===== src/rtl/multiplier8bits_seq_if.sv =====
// Operand/result bundle for the sequential 8x8 multiplier.
// The requester drives start and the operands; the multiplier returns product, overflow, busy and done.
// There is no stall path: start is accepted only while the multiplier is idle, and is dropped otherwise.
interface multiplier8bits_seq_if;
  logic        start;
  logic        signed_mode;
  logic [7:0]  multiplicand;
  logic [7:0]  multiplier;
  logic [15:0] product;
  logic        overflow;
  logic        busy;
  logic        done;

  // Requester side: issues operations and observes results
  modport master (
    output start,
    output signed_mode,
    output multiplicand,
    output multiplier,
    input  product,
    input  overflow,
    input  busy,
    input  done
  );

  // Multiplier side: consumes operations and returns results
  modport slave (
    input  start,
    input  signed_mode,
    input  multiplicand,
    input  multiplier,
    output product,
    output overflow,
    output busy,
    output done
  );
endinterface


===== src/rtl/multiplier8bits_seq.sv =====
// Sequential 8x8 shift-add multiplier, unsigned (MUL) or two's-complement (IMUL), with 8086-style overflow.
// Latency: done pulses exactly 9 cycles after the accept edge, whatever the operand values.
// Backpressure: none; start is sampled only in IDLE and ignored (not queued) while busy.
module multiplier8bits_seq (
  input  logic                        clk,
  input  logic                        reset,
  multiplier8bits_seq_if.slave        bus
);

  // FSM encoding
  localparam logic [1:0] ST_IDLE = 2'd0;
  localparam logic [1:0] ST_RUN  = 2'd1;
  localparam logic [1:0] ST_FIX  = 2'd2;
  localparam logic [1:0] ST_DONE = 2'd3;

  // Operation state
  logic [1:0]  state_q,    state_d;
  logic [7:0]  a_mag_q,    a_mag_d;     // |multiplicand| captured at accept
  logic [7:0]  b_mag_q,    b_mag_d;     // |multiplier| captured at accept
  logic        neg_q,      neg_d;       // result sign must be flipped at FIX
  logic        mode_q,     mode_d;      // signed_mode captured at accept
  logic [15:0] acc_q,      acc_d;       // unsigned partial-product accumulator
  logic [2:0]  cnt_q,      cnt_d;       // shift-add step index (bit of B)

  // Architecturally visible results
  logic [15:0] product_q,  product_d;
  logic        overflow_q, overflow_d;
  logic        busy_q,     busy_d;
  logic        done_q,     done_d;

  // Datapath helpers
  logic [2:0]  cnt_inc;
  logic        cnt_wrap;
  logic [15:0] addend;
  logic [15:0] fix_prod;
  logic        fix_ovf;

  // Magnitude of an operand; -128 maps to 0x80, which the 8-bit field holds exactly
  function automatic logic [7:0] magnitude(input logic [7:0] v, input logic sgn);
    return (sgn && v[7]) ? (~v + 8'd1) : v;
  endfunction

  assign cnt_inc  = cnt_q + 3'd1;
  // The eighth step is the one whose increment rolls 7 back to 0; that roll ends RUN
  assign cnt_wrap = (cnt_inc == 3'd0);
  assign addend   = 16'({8'h00, a_mag_q}) << cnt_q;

  // Sign fix-up and overflow evaluation of the finished accumulator
  always_comb begin
    fix_prod = neg_q ? (16'd0 - acc_q) : acc_q;
    if (mode_q) begin
      fix_ovf = (fix_prod[15:8] != {8{fix_prod[7]}});
    end else begin
      fix_ovf = (fix_prod[15:8] != 8'h00);
    end
  end

  // Next-state logic for the FSM and all operation registers
  always_comb begin
    state_d    = state_q;
    a_mag_d    = a_mag_q;
    b_mag_d    = b_mag_q;
    neg_d      = neg_q;
    mode_d     = mode_q;
    acc_d      = acc_q;
    cnt_d      = cnt_q;
    product_d  = product_q;
    overflow_d = overflow_q;
    busy_d     = busy_q;
    done_d     = done_q;

    case (state_q)
      ST_IDLE: begin
        // Operands are captured here only, so later input wiggles cannot disturb the run
        if (bus.start) begin
          a_mag_d = magnitude(bus.multiplicand, bus.signed_mode);
          b_mag_d = magnitude(bus.multiplier, bus.signed_mode);
          neg_d   = bus.signed_mode & (bus.multiplicand[7] ^ bus.multiplier[7]);
          mode_d  = bus.signed_mode;
          acc_d   = 16'h0000;
          cnt_d   = 3'd0;
          busy_d  = 1'b1;
          state_d = ST_RUN;
        end
      end

      ST_RUN: begin
        // One step per cycle, always eight of them, so latency never depends on the data
        if (b_mag_q[cnt_q]) begin
          acc_d = acc_q + addend;
        end
        cnt_d = cnt_inc;
        if (cnt_wrap) begin
          state_d = ST_FIX;
        end
      end

      ST_FIX: begin
        product_d  = fix_prod;
        overflow_d = fix_ovf;
        done_d     = 1'b1;
        state_d    = ST_DONE;
      end

      ST_DONE: begin
        done_d  = 1'b0;
        busy_d  = 1'b0;
        state_d = ST_IDLE;
      end

      default: begin
        done_d  = 1'b0;
        busy_d  = 1'b0;
        state_d = ST_IDLE;
      end
    endcase
  end

  // FSM and operand registers; reset aborts any operation in flight
  always_ff @(posedge clk or posedge reset) begin
    if (reset) begin
      state_q <= ST_IDLE;
      a_mag_q <= 8'h00;
      b_mag_q <= 8'h00;
      neg_q   <= 1'b0;
      mode_q  <= 1'b0;
      acc_q   <= 16'h0000;
      cnt_q   <= 3'd0;
    end else begin
      state_q <= state_d;
      a_mag_q <= a_mag_d;
      b_mag_q <= b_mag_d;
      neg_q   <= neg_d;
      mode_q  <= mode_d;
      acc_q   <= acc_d;
      cnt_q   <= cnt_d;
    end
  end

  // Result and status registers; product/overflow hold until the next FIX
  always_ff @(posedge clk or posedge reset) begin
    if (reset) begin
      product_q  <= 16'h0000;
      overflow_q <= 1'b0;
      busy_q     <= 1'b0;
      done_q     <= 1'b0;
    end else begin
      product_q  <= product_d;
      overflow_q <= overflow_d;
      busy_q     <= busy_d;
      done_q     <= done_d;
    end
  end

  assign bus.product  = product_q;
  assign bus.overflow = overflow_q;
  assign bus.busy     = busy_q;
  assign bus.done     = done_q;

endmodule


===== src/flat_wrapper.sv =====
// flat-port wrapper written by rule: the top's interface ports become plain ports
module multiplier8bits_seq_flat 
  (clk, reset, bus_start, bus_signed_mode, bus_multiplicand, bus_multiplier, bus_product, bus_overflow, bus_busy, bus_done);
  multiplier8bits_seq_if bus_i ();
  input  logic clk;
  input  logic reset;
  input wire logic [$bits(bus_i.start)-1:0] bus_start;
  input wire logic [$bits(bus_i.signed_mode)-1:0] bus_signed_mode;
  input wire logic [$bits(bus_i.multiplicand)-1:0] bus_multiplicand;
  input wire logic [$bits(bus_i.multiplier)-1:0] bus_multiplier;
  output wire logic [$bits(bus_i.product)-1:0] bus_product;
  output wire logic [$bits(bus_i.overflow)-1:0] bus_overflow;
  output wire logic [$bits(bus_i.busy)-1:0] bus_busy;
  output wire logic [$bits(bus_i.done)-1:0] bus_done;
  assign bus_i.start = bus_start;
  assign bus_i.signed_mode = bus_signed_mode;
  assign bus_i.multiplicand = bus_multiplicand;
  assign bus_i.multiplier = bus_multiplier;
  assign bus_product = bus_i.product;
  assign bus_overflow = bus_i.overflow;
  assign bus_busy = bus_i.busy;
  assign bus_done = bus_i.done;
  multiplier8bits_seq u_core (.clk(clk), .reset(reset), .bus(bus_i));
endmodule

===== config.mk =====
export PLATFORM = sky130hd
export DESIGN_NAME = multiplier8bits_seq_flat
export DESIGN_NICKNAME = d
export VERILOG_FILES = /design/src/rtl/multiplier8bits_seq_if.sv /design/src/rtl/multiplier8bits_seq.sv /design/src/flat_wrapper.sv
export SDC_FILE = /design/constraint.sdc
export NUM_CORES = 1
export LEC_CHECK = 0
export ABC_AREA = 1
export CAP_MARGIN = 20
export CELL_PAD_IN_SITES_DETAIL_PLACEMENT = 2
export CELL_PAD_IN_SITES_GLOBAL_PLACEMENT = 2
export CORE_ASPECT_RATIO = 2
export CORE_MARGIN = 4
export CORE_UTILIZATION = 33
export DETAILED_ROUTE_END_ITERATION = 16
export PLACE_DENSITY_LB_ADDON = 0.1
export REMOVE_ABC_BUFFERS = 1
export SYNTH_ARGS = -nofsm -noshare
export SYNTH_HDL_FRONTEND = slang
export SYNTH_SLANG_ARGS = --single-unit
export TNS_END_PERCENT = 5

===== constraint.sdc =====
create_clock -name clk -period 3.4 [get_ports clk]
set_input_delay 0.68 -clock clk [delete_from_list [all_inputs] [get_ports clk]]
set_output_delay 0.68 -clock clk [all_outputs]
set_load 0.03 [all_outputs]

Word level (Yosys, flattened, before mapping). Index checks and enable logic that the tools add are counted.

Bits in registers: 58. Input bits: 20. Output and inout port bits: 19.

$add $sub $neg: 5. Order comparisons: 1. Equal/unequal tests: 7. Shift-type cells: 1. Mux-type cells: 17. Bitwise gates (word level): 4. Reduce and logical (&&, ||, !) cells: 13.

Operator list (number): $mux 16 (3); $pmux 16 s2 (1); $add 16x16->16 (1); $add 8x1->8 const B (2); $mux 8 (2); $not 8->8 (2); $shl 8x3->16 (1); $sub 1x16->16 const A (1); $ne 8x8->1 (1); $pmux 2 s4 (1); $reduce_and 2->1 (4); $reduce_bool 8->1 (1); $pmux 3 s2 (1); $reduce_bool 2->1 (3); $eq 2x2->1 const B (2); $lt 3x4->1 const B (1); $mux 2 (2); $ne 2x1->1 const B (2); $pmux 1 s2 (2); $add 3x1->3 const B (1); $bmux 1 s3 (1); $logic_not 3->1 (1); $mux 1 (3); $mux 3 (1); other kinds (7) (8).

Longest topological paths before layout. Gate-level depths: netlist of run 1.

Word-level depth: 4. Mapped depth: 18.

Least setup slack after synthesis of run 1. Ideal clock, no wire load.

Path type: register to register. From: register u_core.cnt_q[0]. To: register u_core.acc_q[12]. Arrival: 2295 ps. Data required time: 3275 ps. Path slack: 979 ps. Cell stages (with the launch flop): 15. Buffers on the path: 2. Period minus slack after synthesis: 2421 ps. Cell sequence: dfrtp_1 > buf_6 > clkbuf_1 > o21ai_0 > o21ai_0 > nor2_1 > ha_1 > a21oi_1 > o21ai_0 > nand2_1 > nand3_1 > nand2_1 > nand3_1 > o21ai_0 > o21ai_2.

Word-level cells in the longest chain between the ends: 4.

RTL lines: from (decl) (RTL line multiplier8bits_seq.sv:23) `logic [2:0] cnt_q, cnt_d;`; from (signal assigned) (RTL line multiplier8bits_seq.sv:136) `cnt_q <= cnt_d;`; $shl 8x3->16 / $bmux 1 s3 (equally long branches) (RTL line multiplier8bits_seq.sv:46, multiplier8bits_seq.sv:89); $add 16x16->16 / $mux 1 (equally long branches) (RTL line multiplier8bits_seq.sv:90, multiplier8bits_seq.sv:89); $mux 16 / $ne 2x1->1 (equally long branches); $pmux 16 s2 / $reduce_and 3->1 (equally long branches); to (signal assigned) (RTL line multiplier8bits_seq.sv:127) `acc_q <= 16'h0000;`; to (signal assigned) (RTL line multiplier8bits_seq.sv:135) `acc_q <= acc_d;`; to (decl) (RTL line multiplier8bits_seq.sv:22) `logic [15:0] acc_q, acc_d;`.

Several ways; a longest one is shown, not always the timed one. The select of a mux whose other input is x is not followed. A chain may end at the register's enable or synchronous reset.

Worst setup path in the final report of run 1.
From: register u_core.cnt_q[0]. To: register u_core.acc_q[9].

Same word-level chain as after synthesis.

==> results of run 1 <==
[flip-flops by register name, indices dropped and copies added, names as in the netlist]
name / cells
u_core.a_mag_q: 8
u_core.acc_q: 16
u_core.b_mag_q: 8
u_core.bus.busy: 1
u_core.bus.done: 1
u_core.bus.overflow: 1
u_core.bus.product: 16
u_core.cnt_q: 3
u_core.mode_q: 1
u_core.neg_q: 1
u_core.state_q: 2
[worst paths after layout]
| path | slack [ns] | end | cells past startpoint |
|---|---|---|---|
| worst max-delay path | 0.33 | u_core.acc_q[9]$_DFFE_PP0P_ | 13 |
| worst min-delay path | 0.48 | u_core.bus.product[7]$_DFFE_PP0P_ | 2 |
| worst max register to register | 0.33 | u_core.acc_q[9]$_DFFE_PP0P_ | 13 |
| worst min register to register | 0.48 | u_core.bus.product[7]$_DFFE_PP0P_ | 2 |
| max in group asynchronous | 2.05 | u_core.acc_q[13]$_DFFE_PP0P_ | 3 |
| min in group asynchronous | 0.74 | u_core.b_mag_q[0]$_DFFE_PP0P_ | 2 |
[stage by stage]
step | worst slack (ns) | hold WS (ns) | instance area, um^2
6_report | 0.3261 | 0.4825 | 5049
4_1_cts | 0.2412 | 0.4857 | 5047
2_1_floorplan | 0.9311 | 0.4530 | 4093
5_1_grt | 0.09120 | 0.5230 | 5049
3_5_place_dp | 0.2481 | 0.4712 | 4741
3_3_place_gp | 0.3372 | 0.4634 | 4741
[cell usage in the layout (no fill, tap or decap), types with 3 or more instances in the layout]
cell type          n
buf_4              8
xnor2_1            6
a31oi_1            7
dfrtp_1           57
nor2_1            49
ha_1              24
clkbuf_16          9
xor2_1            14
o22ai_2            3
o21ai_0           65
o21ai_2            9
nand2_1          143
clkdlybuf4s50_1   38
nor3_1             8
a21oi_1           21
mux2i_1            5
inv_4              3
o211ai_1           4
o21bai_1           3
o31ai_1            3
o21ai_1            6
nand3_1           41
inv_1             67
[worst max-delay path, cell delays in order (launching register included)]
cell and delay [ns]:
dfrtp_2 0.48, buf_4 0.19, inv_4 0.13, o21ai_0 0.14
mux2i_1 0.27, o21ai_0 0.14, ha_1 0.35, a21oi_1 0.34
a21boi_1 0.34, o21ai_0 0.20, nand2_1 0.10, nand2_1 0.06
nor2_1 0.12, o22ai_2 0.09
[cell families after synthesis]
logic type	Yosys count	synth area share (%)
adder cells (fa/ha/maj)	25	7.644
AO/OA/AOI/OAI	128	18.01
multiplexers	5	1.194
flip-flops	58	34.64
AND/OR/NAND/NOR	253	25.47
XOR/XNOR	20	4.180
buffers and inverters	86	8.868
[metal layers]
metal,vias to the layer above,GRT usage [%],routed length [um]
met5,-,0,0
li1,1980,-,-
met4,0,10.42,668
met3,33,3.053,303
met1,2022,17.85,4575
met2,59,43.73,8957
[area by class of cell]
type | count | area share (%)
sequential | 58 | 28.77
tap | 150 | 3.717
multi-input combinational | 431 | 46.89
timing repair buffer | 47 | 9.120
inverter | 71 | 5.428
clock buffer | 12 | 5.081
clock inverter | 4 | 0.9913
[timing repair]
item                                    in CTS  in global routing
endpoints found under the hold margin        0                  0
endpoints found under the setup margin       0                  3
gates resized for setup                      0                  1
[power groups by stage]
stage,Clock [mW],Combinational [mW],Sequential [mW]
2_1_floorplan,0,1.75,1.37
3_3_place_gp,0,2.88,1.21
3_5_place_dp,0,3.00,1.23
4_1_cts,0.969,3.02,1.22
5_1_grt,1.00,3.33,1.26
6_report,0.954,2.97,1.22
==> results.json, run 1 <==
{
  "status": "finished clean",
  "vias": 4094,
  "drive_above_1_share_pct": 8.026,
  "crit_fanout": 13,
  "avgSynthCellArea_um2": 7.287,
  "cp.required_ns": 3.62,
  "yosysMostFrequentCell": "nand2_1",
  "cp-end-kind": "flop",
  "synthArstFlopShare_pct": 100.0,
  "grt_overflow_total": 0,
  "leakage_nw": 2.428,
  "synthCells": 575,
  "clock_latency_ns": 0.34,
  "grt_antenna_before_repair": 0,
  "seq_area_um2": 1453,
  "die_h_um": 167.4,
  "grt_pass1_vias": 4603,
  "die_width_um": 87.68,
  "area_delta_synth_final_pct": 20.48,
  "rsz0062_at_grt": "no",
  "grt_use_total_pct": 21.09,
  "yosysSeqAreaShare_pct": 34.64,
  "syn_area_um2": 4190,
  "yosysWarnings": 0,
  "io_pins": 39,
  "dr.pass1.iters": 4,
  "rows": 58,
  "multi_input_area_um2": 2367,
  "synth_top_flop_cell": "dfrtp_1",
  "drc": 0,
  "synth_edf_count": 0,
  "crit_arrival_ns": 3.29,
  "setup_viol": 0,
  "fill_cells": 1494,
  "clkPwrFrac_pct": 18.5,
  "totalWireLength_um": 14500,
  "slew_headroom_pct": 57.21,
  "clock_sinks": 58,
  "switching_share_pct": 50.35,
  "max_freq_mhz": 325.3,
  "synth.area.top_cells": "dfrtp_1, nand2_1, o21ai_0",
  "holdCritPathClass": "reg2reg",
  "worstMarginPinSlew_ns": 0.6412,
  "clkTransAtPathRegs_ns": 0.06,
  "power_frac_comb_pct": 57.8,
  "path_class": "reg2reg",
  "grt_max_degree": 32,
  "final_core_util_pct": 40.45,
  "root_buffer": "clkbuf_16",
  "cts_setup_buffers": 0,
  "switching_power_mw": 2.589,
  "grt_pass1_wl_um": 23440,
  "h-tree-depth": 3,
  "synth_top_area_share_pct": 34.64,
  "fin_cells": 773,
  "gp_congestion": 0.8455,
  "startpoint": "u_core.cnt_q[0]$_DFFE_PP0P_",
  "hold_start": "u_core.bus.product[7]$_DFFE_PP0P_",
  "ir_worst_vdd_uv": 329.3,
  "power.density_nw_per_um2": 1018,
  "dieArea_um2": 14670,
  "seqPwrFrac_pct": 23.7,
  "cts_buffers": 9,
  "internal_power_mw": 2.553,
  "ctsLongestPathBuffers": 2,
  "finalMaxSlewViolations": 0,
  "synthTopCellsByCount": "nand2_1, inv_1, o21ai_0",
  "cts-hold-fix-buffers": 0,
  "power_mw": 5.142,
  "tns_ns": 0,
  "wire_per_inst_um": 18.76,
  "hold_viol_final": 0,
  "start_util_pct": 33.57,
  "ant_nets": 0,
  "yosysTopAreaCell": "dfrtp_1",
  "r2r_start": "u_core.cnt_q[0]$_DFFE_PP0P_",
  "drt_iter0_drc": 106,
  "io_buffers": 38,
  "fin_crit_ns": 3.074,
  "synth.distinct_cells": 41,
  "nets": 663,
  "crit_path_start_kind": "flop",
  "skew_ns": 0.01075,
  "dpl.hpwl_um": 12180,
  "period_share_pct": 90.41,
  "via_per_inst": 5.296,
  "coreArea_um2": 12480,
  "cap_viol_max_count": 0,
  "dp.cells": 757,
  "cts_tree": "built",
  "n_antenna_cell": 0,
  "ys_ff_latch": 58
}
Power figures use the tool's default switching activity.
==> inputs of run 2 (changes only) <==
Settings changed: CORE_ASPECT_RATIO 2 to unset.
==> run 2 against run 1 <==
Effect of this change: combinational power down 6%; register-to-register slack improved by 0.09 ns; cell area decreased by 1.1%; maximum frequency increased by 3.0%; first-iteration DRC count up 20%; sequential power barely moved; die area decreased by 0.74%; clock skew down 0.0046 ns; cell count grew 1.9%; sequential cell count unchanged.
==> results.json, run 2 (synthesis gave the netlist of run 1 again) <==
{
  "status": "finished clean",
  "clock_latency_ns": 0.33,
  "crit_chain": "inv_4, o21ai_0, mux2i_1, o21ai_0, ha_1, a21oi_1, a21boi_1, o21ai_0, nand2_1, nand2_1, nor2_1, o22ai_2",
  "crit_fanout": 18,
  "clock_sinks": 58,
  "drc": 0,
  "vias": 3991,
  "crit_arrival_ns": 3.20,
  "gp_congestion": 0.8780,
  "drt_iter0_drc": 127,
  "max_freq_mhz": 335.1,
  "cap_viol_max_count": 0,
  "final_common_cell": "nand2_1",
  "seq_area_um2": 1453,
  "h-tree-depth": 3,
  "via_per_inst": 5.065,
  "rr_worst_depth": 12,
  "r2r_setup_slack_ns": 0.42,
  "coreArea_um2": 12210,
  "dr.pass1.iters": 4,
  "nets": 660,
  "tns_ns": 0,
  "worstMarginPinSlew_ns": 0.8377,
  "r2r_start": "u_core.cnt_q[0]$_DFFE_PP0P_",
  "die_width_um": 120.7,
  "ir_worst_vdd_uv": 244.1,
  "io_pins": 39,
  "fill_cells": 1486,
  "rows": 40,
  "place_area_um2": 4728,
  "die_h_um": 120.7,
  "hold_end": "u_core.bus.overflow$_DFFE_PP0P_",
  "final_cell_mix": "nand2_1, inv_1, o21ai_0",
  "cts_buffers": 9,
  "multi_input_area_um2": 2367,
  "slowest_delay_ns": 0.57,
  "start_util_pct": 34.31,
  "cp_common_cell": "o21ai_0",
  "pre_cts_ws_ns": 0.2548,
  "crit_buf_inv": 1,
  "timing.rr.end": "u_core.acc_q[9]$_DFFE_PP0P_",
  "period_share_pct": 87.76,
  "root_buffer": "clkbuf_16",
  "cp-end-kind": "flop",
  "slew_headroom_pct": 44.07,
  "grt_max_degree": 39,
  "skew_ns": 0.006125,
  "crit_path_start_kind": "flop",
  "fin_crit_ns": 2.984,
  "holdCritPathClass": "reg2reg",
  "path_class": "reg2reg",
  "hold_slack_ns": 0.4778,
  "ant_nets": 0,
  "totalWireLength_um": 12710,
  "fin_area_um2": 4995,
  "hold_start": "u_core.bus.overflow$_DFFE_PP0P_",
  "ctsLongestPathBuffers": 2,
  "crit_slowest_cell": "dfrtp_2",
  "cts_tree": "built",
  "setup_viol": 0,
  "min_path_cells": 2,
  "dpl.hpwl_um": 10340,
  "hold_viol_final": 0,
  "final_core_util_pct": 40.90,
  "grt_pass1_wl_um": 21520,
  "critPathTopFamily": "compound AO/OA/AOI/OAI gates",
  "finalMaxSlewViolations": 0,
  "grt_antenna_before_repair": 1,
  "n_antenna_cell": 0,
  "dieArea_um2": 14560,
  "wire_per_inst_um": 16.13,
  "grt_pass1_vias": 4290,
  "io_buffers": 38,
  "fin_ws_ns": 0.4161,
  "grt_overflow_total": 0,
  "leakage_nw": 2.396,
  "grt_use_total_pct": 18.71,
  "area_delta_synth_final_pct": 19.20,
  "rsz0062_at_grt": "no",
  "power.density_nw_per_um2": 975.9,
  "clkTransAtPathRegs_ns": 0.05,
  "cp.required_ns": 3.62,
  "drive_above_1_share_pct": 7.258
}
run 2: cell types whose count changed in the layout (fill, tap and decap cells not counted), sizes merged:
cell / before / now
clkinvlp: 2 / 0
clkbuf: 12 / 13
bufinv: 1 / 0
clkinv: 1 / 3
buf: 9 / 6
run 2: per-stage QoR:
step,std cells,total power [mW]
6_report,788,4.874
4_1_cts,788,4.948
5_1_grt,788,5.370
3_3_place_gp,772,3.943
3_5_place_dp,772,4.081
2_1_floorplan,560,3.123
run 2: area by class of cell:
| class | instances | share of cell area, % |
|---|---|---|
| Clock buffer | 13 | 5.010 |
| Clock inverter | 3 | 0.3006 |
| Inverter | 71 | 5.486 |
| Multi-Input combinational cell | 431 | 47.39 |
| Sequential cell | 58 | 29.08 |
| Tap cell | 168 | 4.208 |
| Timing Repair Buffer | 44 | 8.517 |
run 2: worst min-delay path, delay by kind of cell, from the launching register on:
family | cells | cell delay (ns)
AND/OR/NAND/NOR | 2 | 0.11
flip-flops | 1 | 0.34
run 2: worst max-delay path by stage:
stage | from | to | slack [ns] | cells past startpoint
after detailed placement | u_core.cnt_q[0]$_DFFE_PP0P_ | u_core.acc_q[9]$_DFFE_PP0P_ | 0.25 | 12
after global routing | u_core.cnt_q[0]$_DFFE_PP0P_ | u_core.acc_q[9]$_DFFE_PP0P_ | 0.12 | 12
after floorplan | u_core.cnt_q[0]$_DFFE_PP0P_ | u_core.acc_q[9]$_DFFE_PP0P_ | 0.93 | 14
final | u_core.cnt_q[0]$_DFFE_PP0P_ | u_core.acc_q[9]$_DFFE_PP0P_ | 0.42 | 12
after global placement | u_core.cnt_q[0]$_DFFE_PP0P_ | u_core.acc_q[9]$_DFFE_PP0P_ | 0.36 | 12
after CTS | u_core.cnt_q[0]$_DFFE_PP0P_ | u_core.acc_q[9]$_DFFE_PP0P_ | 0.22 | 12
run 2: routing by layer:
metal | global-route usage [%] | vias up | share of wire [%]
li1 | - | 1977 | -
met3 | 2.947 | 11 | 2.6
met4 | 5.807 | 0 | 1.3
met2 | 34.19 | 60 | 51
met1 | 22.41 | 1943 | 45
met5 | 0 | - | 0
run 2: timing repair:
action | CTS | global route
setup endpoints to repair | 0 | 4
hold buffers | 0 | 0
setup buffers | 0 | 0
gates resized for setup | 0 | 1
run 2: report_power, final:
| part | total [mW] | switching [mW] | internal (mW) |
|---|---|---|---|
| logic | 2.80 | 1.84 | 0.953 |
| registers | 1.25 | 0.274 | 0.972 |
| clock network | 0.831 | 0.322 | 0.509 |
| total | 4.87 | 2.44 | 2.43 |
==> inputs of run 3 (changes only) <==
Settings changed: CTS_CLUSTER_DIAMETER set to 60.
Clock period 3.4 ns to 3.2 ns, I/O delays scaled along.
==> run 3 against run 2 <==
Effect of this change: clock power is 16% higher; worst setup slack worse by 0.070 ns; count of clock-buffer cells in the layout is 1 lower; cell count stayed put; sequential cell count stayed put; wire length is 0.61% higher; non-clock buffer count is 1 higher.
==> results.json, run 3 (synthesis gave the netlist of run 1 again) <==
{
  "wire_per_inst_um": 16.22,
  "start_util_pct": 34.31,
  "area_delta_synth_final_pct": 20.24,
  "rsz0062_at_grt": "no",
  "crit_path_start_kind": "flop",
  "final_common_cell": "nand2_1",
  "worstMarginPinSlew_ns": 0.6013,
  "leakage_nw": 2.417,
  "io_buffers": 38,
  "crit_arrival_ns": 3.07,
  "h-tree-depth": 3,
  "slowest_delay_ns": 0.48,
  "ctsLongestPathBuffers": 2,
  "dpl.hpwl_um": 10220,
  "tns_ns": 0,
  "power.density_nw_per_um2": 1048,
  "vias": 3953,
  "via_per_inst": 5.016,
  "dieArea_um2": 14560,
  "totalWireLength_um": 12780,
  "crit_fanout": 13,
  "clock_sinks": 58,
  "grt_pass1_wl_um": 21800,
  "slew_headroom_pct": 59.87,
  "fin_crit_ns": 2.854,
  "die_h_um": 120.7,
  "clock_latency_ns": 0.34,
  "grt_pass1_vias": 4423,
  "n_antenna_cell": 0,
  "coreArea_um2": 12210,
  "holdCritPathClass": "reg2reg",
  "max_freq_mhz": 350.4,
  "drc": 0,
  "drt_iter0_drc": 78,
  "hold_slack_ns": 0.4814,
  "io_pins": 39,
  "cts_setup_buffers": 0,
  "crit_slowest_cell": "dfrtp_1",
  "ir_worst_vdd_uv": 265.2,
  "fill_cells": 1486,
  "period_share_pct": 89.17,
  "ant_nets": 0,
  "multi_input_area_um2": 2371,
  "hold_viol_final": 0,
  "hold_start": "u_core.bus.product[2]$_DFFE_PP0P_",
  "r2r_start": "u_core.cnt_q[0]$_DFFE_PP0P_",
  "final_core_util_pct": 41.26,
  "setup_viol": 0,
  "cp-end-kind": "flop",
  "status": "finished clean",
  "cp.required_ns": 3.42,
  "drive_above_1_share_pct": 7.419,
  "final_cell_mix": "nand2_1, inv_1, o21ai_0",
  "clkTransAtPathRegs_ns": 0.05,
  "cp_common_cell": "o21ai_0",
  "cap_viol_max_count": 0,
  "nets": 661,
  "seq_area_um2": 1451,
  "grt_max_degree": 59,
  "startpoint": "u_core.cnt_q[0]$_DFFE_PP0P_",
  "root_buffer": "clkbuf_16",
  "skew_ns": 0.006213,
  "path_class": "reg2reg",
  "finalMaxSlewViolations": 0,
  "die_width_um": 120.7,
  "gp_congestion": 0.9033,
  "cts_tree": "built",
  "cts_buffers": 9,
  "rows": 40,
  "grt_use_total_pct": 18.93,
  "crit_chain": "buf_4, inv_4, o21ai_0, mux2i_1, o21ai_0, ha_1, a21oi_1, a21boi_2, o21ai_0, nand2_1, nand2_1, nor2_1, o22ai_2",
  "dr.pass1.iters": 4,
  "grt_antenna_before_repair": 0,
  "grt_overflow_total": 0
}
-- run 3: cell type report --
| class | instances | share of cell area, % |
|---|---|---|
| Clock buffer | 12 | 4.892 |
| Clock inverter | 3 | 0.7946 |
| Inverter | 71 | 5.438 |
| Multi-Input combinational cell | 431 | 47.06 |
| Sequential cell | 58 | 28.81 |
| Tap cell | 168 | 4.172 |
| Timing Repair Buffer | 45 | 8.840 |
-- run 3: layer usage --
layer | GRT usage, % | wire, um | vias to the layer above
met2 | 35.10 | 6676 | 43
met1 | 22.43 | 5696 | 1928
met3 | 2.011 | 207 | 11
li1 | - | - | 1971
met4 | 6.870 | 204 | 0
met5 | 0 | 0 | -
-- run 3: timing repair --
item                                    in CTS  in global routing
endpoints found under the setup margin       0                  2
hold buffers                                 0                  0
gates resized for setup                      0                  1
-- run 3: through the flow --
stage	power, mW	instance area [um^2]	cells	worst slack, ns
final	5.280	5039	788	0.3465
after CTS	5.378	5035	788	0.2206
after floorplan	3.318	4093	560	0.7311
after global placement	4.210	4748	773	0.3775
after detailed placement	4.355	4748	773	0.2789
after global routing	5.811	5039	788	0.07287
-- run 3: critical path: cells and delay by family, from the launching register on --
kind / cells / cell delay [ns]
AO/OA/AOI/OAI: 6 / 1.24
adder cells (fa/ha/maj): 1 / 0.33
buffers and inverters: 2 / 0.26
flip-flops: 1 / 0.48
multiplexers: 1 / 0.13
AND/OR/NAND/NOR: 3 / 0.28
-- run 3: where the power goes --
group	switching [mW]	total [mW]	internal, mW
Combinational	1.98	3.01	1.03
Clock	0.347	0.964	0.617
Sequential	0.273	1.31	1.03
-- run 3: worst paths after layout --
| check | endpoint | slack [ns] | cells past startpoint |
|---|---|---|---|
| worst max register to register | u_core.acc_q[9]$_DFFE_PP0P_ | 0.35 | 13 |
| worst min register to register | u_core.bus.product[2]$_DFFE_PP0P_ | 0.48 | 2 |
| max in group asynchronous | u_core.bus.product[13]$_DFFE_PP0P_ | 2.23 | 3 |
| worst max-delay path | u_core.acc_q[9]$_DFFE_PP0P_ | 0.35 | 13 |
| min in group asynchronous | u_core.a_mag_q[2]$_DFFE_PP0P_ | 0.66 | 3 |
| worst min-delay path | u_core.bus.product[2]$_DFFE_PP0P_ | 0.48 | 2 |
